==> src/rtl/fpu_pkg.sv <==
// Shared F32 types, field limits and integer range constants for the FPU cluster.
package fpu_pkg;

    typedef struct packed {
        logic        sign;
        logic [7:0]  exp;
        logic [22:0] frac;
    } f32_t;

    localparam logic [7:0]  F32_BIAS    = 8'd127;
    localparam logic [7:0]  F32_EXP_MAX = 8'd255;

    localparam logic [31:0] INT32_MIN  = 32'h8000_0000;
    localparam logic [31:0] INT32_MAX  = 32'h7FFF_FFFF;
    localparam logic [31:0] UINT32_MAX = 32'hFFFF_FFFF;

    typedef enum logic [1:0] {
        F32_NORMAL,
        F32_TINY,
        F32_INF,
        F32_NAN
    } f32_class_t;

endpackage

==> src/rtl/fpu_f32_unpack.sv <==
// Combinational split of an F32 word into sign, exponent, mantissa with hidden bit,
// and a coarse class used by the integer conversion paths.
module fpu_f32_unpack
    import fpu_pkg::*;
(
    input  f32_t            a_i,
    output logic            sign_o,
    output logic [7:0]      exp_o,
    output logic [23:0]     mant_o,
    output f32_class_t      class_o
);

    assign sign_o = a_i.sign;
    assign exp_o  = a_i.exp;
    assign mant_o = {a_i.exp != 8'd0, a_i.frac};

    // TINY covers zero and denormals as well: all of them truncate to 0.
    always_comb begin
        class_o = F32_NORMAL;
        if (a_i.exp == F32_EXP_MAX) begin
            class_o = (a_i.frac != 23'd0) ? F32_NAN : F32_INF;
        end else if (a_i.exp < F32_BIAS) begin
            class_o = F32_TINY;
        end
    end

endmodule

==> src/rtl/fpu_f32_to_int.sv <==
// Three-stage F32 to int32/uint32 converter (truncate toward zero) with valid/ready on both sides.
// Define FPU_F2I_SATURATE_EN to saturate invalid inputs instead of returning the indefinite value.
module fpu_f32_to_int
    import fpu_pkg::*;
#(
    parameter bit UNSIGNED = 1'b0
) (
    input  logic        CLK,
    input  logic        nRST,
    input  logic [31:0] A,
    input  logic        A_VALID,
    output logic        A_READY,
    output logic [31:0] O,
    output logic        O_INVALID,
    output logic        O_VALID,
    input  logic        O_READY
);

    // Exponent at which the mantissa LSB has weight 1, and the largest in-range exponents.
    localparam logic [7:0] EXP_LSB_ONE = 8'd150;
    localparam logic [7:0] EXP_S_MAX   = 8'd157;
    localparam logic [7:0] EXP_U_MAX   = 8'd158;

    logic        un_sign;
    logic [7:0]  un_exp;
    logic [23:0] un_mant;
    f32_class_t  un_class;

    fpu_f32_unpack u_unpack (
        .a_i     (f32_t'(A)),
        .sign_o  (un_sign),
        .exp_o   (un_exp),
        .mant_o  (un_mant),
        .class_o (un_class)
    );

    logic        v0_q, s0_q;
    logic [7:0]  e0_q;
    logic [23:0] m0_q;
    f32_class_t  cls0_q;

    logic        v1_q, s1_q, ok1_q;
    logic [31:0] mag1_q;
    f32_class_t  cls1_q;

    logic        v2_q, inv2_q;
    logic [31:0] res2_q;

    logic        ld0, ld1, ld2;
    logic [7:0]  rsh;
    logic [31:0] mag1_d, res2_d;
    logic        ok1_d, inv2_d;

    assign ld2 = !v2_q || O_READY;
    assign ld1 = !v1_q || ld2;
    assign ld0 = !v0_q || ld1;

    assign A_READY   = ld0;
    assign O_VALID   = v2_q;
    assign O         = res2_q;
    assign O_INVALID = inv2_q;

    always_comb begin
        mag1_d = '0;
        rsh    = EXP_LSB_ONE - e0_q;
        if (e0_q >= EXP_LSB_ONE) begin
            // Left shift capped at 8: larger exponents are out of range regardless.
            if (e0_q > EXP_U_MAX) mag1_d = {m0_q, 8'd0};
            else                  mag1_d = {8'd0, m0_q} << (e0_q - EXP_LSB_ONE);
        end else if (rsh < 8'd24) begin
            mag1_d = {8'd0, m0_q} >> rsh;
        end
    end

    always_comb begin
        ok1_d = 1'b0;
        if (cls0_q == F32_TINY) begin
            ok1_d = 1'b1;
        end else if (cls0_q == F32_NORMAL) begin
            if (UNSIGNED) ok1_d = !s0_q && (e0_q <= EXP_U_MAX);
            else          ok1_d = (e0_q <= EXP_S_MAX) ||
                                  (s0_q && e0_q == EXP_U_MAX && m0_q[22:0] == 23'd0);
        end
    end

    always_comb begin
        res2_d = '0;
        inv2_d = 1'b0;
        if (cls1_q == F32_TINY) begin
            res2_d = '0;
        end else if (ok1_q) begin
            res2_d = (!UNSIGNED && s1_q) ? (32'd0 - mag1_q) : mag1_q;
        end else begin
            inv2_d = 1'b1;
`ifdef FPU_F2I_SATURATE_EN
            if (cls1_q == F32_NAN) res2_d = '0;
            else if (!s1_q)        res2_d = UNSIGNED ? UINT32_MAX : INT32_MAX;
            else                   res2_d = UNSIGNED ? 32'd0 : INT32_MIN;
`else
            res2_d = UNSIGNED ? UINT32_MAX : INT32_MIN;
`endif
        end
    end

    always_ff @(posedge CLK or negedge nRST) begin
        if (!nRST) begin
            v0_q   <= 1'b0;
            s0_q   <= 1'b0;
            e0_q   <= '0;
            m0_q   <= '0;
            cls0_q <= F32_NORMAL;
            v1_q   <= 1'b0;
            s1_q   <= 1'b0;
            ok1_q  <= 1'b0;
            mag1_q <= '0;
            cls1_q <= F32_NORMAL;
            v2_q   <= 1'b0;
            inv2_q <= 1'b0;
            res2_q <= '0;
        end else begin
            if (ld0) begin
                v0_q <= A_VALID;
                if (A_VALID) begin
                    s0_q   <= un_sign;
                    e0_q   <= un_exp;
                    m0_q   <= un_mant;
                    cls0_q <= un_class;
                end
            end
            if (ld1) begin
                v1_q <= v0_q;
                if (v0_q) begin
                    s1_q   <= s0_q;
                    ok1_q  <= ok1_d;
                    mag1_q <= mag1_d;
                    cls1_q <= cls0_q;
                end
            end
            if (ld2) begin
                v2_q <= v1_q;
                if (v1_q) begin
                    res2_q <= res2_d;
                    inv2_q <= inv2_d;
                end
            end
        end
    end

endmodule

==> config.mk <==
export PLATFORM = sky130hd
export DESIGN_NAME = fpu_f32_to_int
export DESIGN_NICKNAME = d
export VERILOG_FILES = /design/src/rtl/fpu_pkg.sv /design/src/rtl/fpu_f32_unpack.sv /design/src/rtl/fpu_f32_to_int.sv
export SDC_FILE = /design/constraint.sdc
export NUM_CORES = 1
export LEC_CHECK = 0
export CAP_MARGIN = 25
export CORE_MARGIN = 10
export CORE_UTILIZATION = 45
export CTS_CLUSTER_DIAMETER = 40
export DETAILED_ROUTE_END_ITERATION = 16
export SLEW_MARGIN = 20
export SYNTH_ARGS = -nofsm -noshare
export SYNTH_HDL_FRONTEND = slang
export SYNTH_SLANG_ARGS = --single-unit
==> constraint.sdc <==
create_clock -name CLK -period 4.9 [get_ports CLK]
set_input_delay 0.98 -clock CLK [delete_from_list [all_inputs] [get_ports CLK]]
set_output_delay 0.98 -clock CLK [all_outputs]
set_load 0.1 [all_outputs]
==> results.tsv <==
stage	metric	value	unit
drt	viasPerCell	6.35	
floorplan	die_w	155	µm
sta	final.min_clock_period	3.73	ns
clock_tree	cts.clk_slew.worst_paths	0.07	ns
drt	ant_nets	0	
floorplan	io_pins	71	
floorplan	fp.dieH	155	µm
clock_tree	clkLatencyLatePin	0.36	ns
synthesis	synth_cell_types	74	
clock_tree	ctsResizeCount	0	
synthesis	synth-seq-area-share	32.4	%
worst_setup_path	reg2regPathDepth	7	
synthesis	ys_ff_latch	107	
synthesis	synth_ff_type	dfrtp_1	
clock_tree	root_buffer	clkbuf_16	
sta	fmax	268	MHz
drt	routed-via-count	7437	
grt	grtUsageTotal	21.2	%
clock_tree	tritoncts	yes	
placed_design	port_buffers	70	
clock_tree	post_cts_buffers	0	
synthesis	synthArstFlopShare	100	%
clock_tree	h-tree-depth	3	
layout	syn2layout_area_growth	13.1	%
worst_setup_path	arrival	3.97	ns
worst_setup_path	crit_required	5.14	ns
synthesis	synth.most_common_cell	dfrtp_1	
clock_tree	cts_buffers	9	
power	p_leak	3.83	nW
worst_setup_path	r2r_start	e0_q[0]	
synthesis	synth_top_area_cell	dfrtp_1	
drt	drc	0	
synthesis	synth_common_cells	dfrtp_1, nand2_1, o21ai_0	
layout	nNetsFinal	980	
worst_setup_path	crit_top_cell	clkinv_1	
hold_path	hold_start	cls1_q[0]	
synthesis	syn_area	8260	µm²
layout	antennaDiodeCount	0	
worst_setup_path	critPathCaptureType	flop	
power	irDropWorstVdd	0.317	mV
worst_setup_path	crit_type	flop to flop	
sta	drv_slew	0	
synthesis	synth_edf_count	0	
placed_design	dp_hpwl	19000	µm
floorplan	start_util	45.8	%
synthesis	ys_warn_count	0	
worst_setup_path	max_stage_delay	0.94	ns
power	power_density	490	nW/µm²
sta	fin_setup_tns	0	ns
worst_setup_path	timing.rr.end	mag1_q[12]	
synthesis	postSynthAreaPerCell	8.95	µm²
floorplan	dieArea	24200	µm²
sta	relSlewSlack	31.7	%
clock_tree	cts_sinks	107	
worst_setup_path	path_cells	clkinv_1, ha_1, clkinv_1, o21ai_0, nor3_1, a221o_1, o32a_1	
hold_path	hold_path_end	cls1_q[0]	
grt	grt-ovfl-total	0	
power	totalPowerFinal	4.58	mW
job	maxCapViolCount	0	
sta	worst_pin_slew	1.02	ns
sta	rsz0062_at_grt	no	
worst_setup_path	crit_path_start_kind	flop	
worst_setup_path	crit_fanout	20	
synthesis	synth.net_count	966	
placed_design	place_congestion	0.971	
layout	drive_above_1_share	13.9	%
drt	drt_wl_total	25700	µm
sta	hold_viol_final	0	
sta	fin_crit_sh	76.2	%
floorplan	num_rows	49	
grt	antenna_found_initial	0	
grt	grt_max_degree	58	
drt	avgRoutedWirePerCell	22.0	µm
clock_tree	cts_buffer_depth	2	
hold_path	min_path_type	flop to flop	
grt	grt_pass1_vias	7175	
drt	drt_iter0_markers	879	
drt	dr.pass1.iters	5	
sta	finClkSkew	0.0118	ns
sta	setup_viol	0	
outcome	status	completed	
synthesis	synth_top_area_share	32.4	%
grt	grt_pass1_wl	41400	µm
synthesis	synth_area_leaders	dfrtp_1, mux2_2, mux2i_1	
hold_path	min_path_cells	2	
synthesis	syn-instance-count	923	
clock_tree	hold_buffers	0	
worst_setup_path	cp_slowest_cell	ha_1	
worst_setup_path	rrSetupSlack	1.17	ns
floorplan	core-area	18000	µm²
[cells by family (layout without fill, tap and decap cells)]
group,count (synthesis),count (layout),share of synthesized area [%]
fa+ha+maj,7,7,1.06
simple gates,311,311,18.9
buf+inv,97,116,5.27
mux,140,140,20.4
xor+xnor,39,39,4.13
flops,107,107,32.4
compound gates,222,222,17.8
[critical path: cells and delay by family, from the launching register on]
| kind | cells | cell delay (ns) |
|---|---|---|
| AO/OA/AOI/OAI | 3 | 1.07 |
| adder cells (fa/ha/maj) | 1 | 0.94 |
| buffers and inverters | 2 | 0.84 |
| flip-flops | 1 | 0.68 |
| AND/OR/NAND/NOR | 1 | 0.09 |
[per-stage QoR]
stage | setup WS, ns | cells | util, % | hold slack, ns | instance area [µm²]
global placement | 1.31 | 1152 | 49.9 | 0.452 | 8990
floorplan | 1.19 | 923 | - | 0.438 | 8260
global route | 0.917 | 1171 | 51.8 | 0.499 | 9340
detailed placement | 1.19 | 1154 | 50.0 | 0.455 | 9010
CTS | 1.22 | 1170 | 51.7 | 0.473 | 9330
finish | 1.17 | 1171 | 51.8 | 0.470 | 9340
[routing by layer]
| metal | routed length (µm) | share of wire [%] | track usage [%] | vias to the layer above |
|---|---|---|---|---|
| li1 | - | - | - | 3463 |
| met5 | 0 | 0 | 0 | - |
| met1 | 11300 | 44 | 29.4 | 3505 |
| met2 | 11400 | 44 | 31.5 | 402 |
| met3 | 2250 | 8.7 | 4.22 | 67 |
| met4 | 862 | 3.3 | 8.47 | 0 |
[how the worst max path moves through the flow]
stage,from,end,slack [ns],cells after the start
6_report,e0_q[0],mag1_q[12],1.17,7
5_1_grt,e0_q[0],mag1_q[12],0.92,7
4_1_cts,e0_q[0],mag1_q[12],1.22,7
3_5_place_dp,e0_q[0],mag1_q[12],1.19,7
3_3_place_gp,e0_q[0],mag1_q[12],1.31,7
2_1_floorplan,O_VALID,cls0_q[0],1.19,4
[final cells by class]
class,count,area (µm²)
Tap cell,229,287
Clock inverter,4,73.8
Multi-Input combinational cell,719,5170
Sequential cell,107,2680
Inverter,11,41.3
Timing Repair Buffer,89,850
Fill cell,1769,8680
Clock buffer,12,246
[layout by cell type, fill, tap and decap left out, drive strengths merged, types with 8 or more instances in the layout]
cell type and n:
a21oi 39, a31oi 9, and3 14, buf 21
clkbuf 12, clkdlybuf4s50 68, dfrtp 107, inv 9
mux2 60, mux2i 63, mux4 17, nand2 106
nand2b 8, nand3 15, nand4 12, nor2 63
nor3 19, nor4 19, o211ai 16, o21ai 71
o31ai 20, or3 11, or4 9, xnor2 8
xor2 31
[power by group]
part | internal (mW) | total, mW | switching (mW)
Clock | 0.463 | 0.801 | 0.338
Combinational | 0.843 | 2.42 | 1.58
Sequential | 1.06 | 1.35 | 0.293
[sequential cells by signal (all words and copies together), names as in the netlist, 2 cells and up]
| register | cells |
|---|---|
| O | 32 |
| cls0_q | 2 |
| cls1_q | 2 |
| e0_q | 8 |
| m0_q | 24 |
| mag1_q | 32 |
No activity file was read; power rests on OpenSTA's default activity.
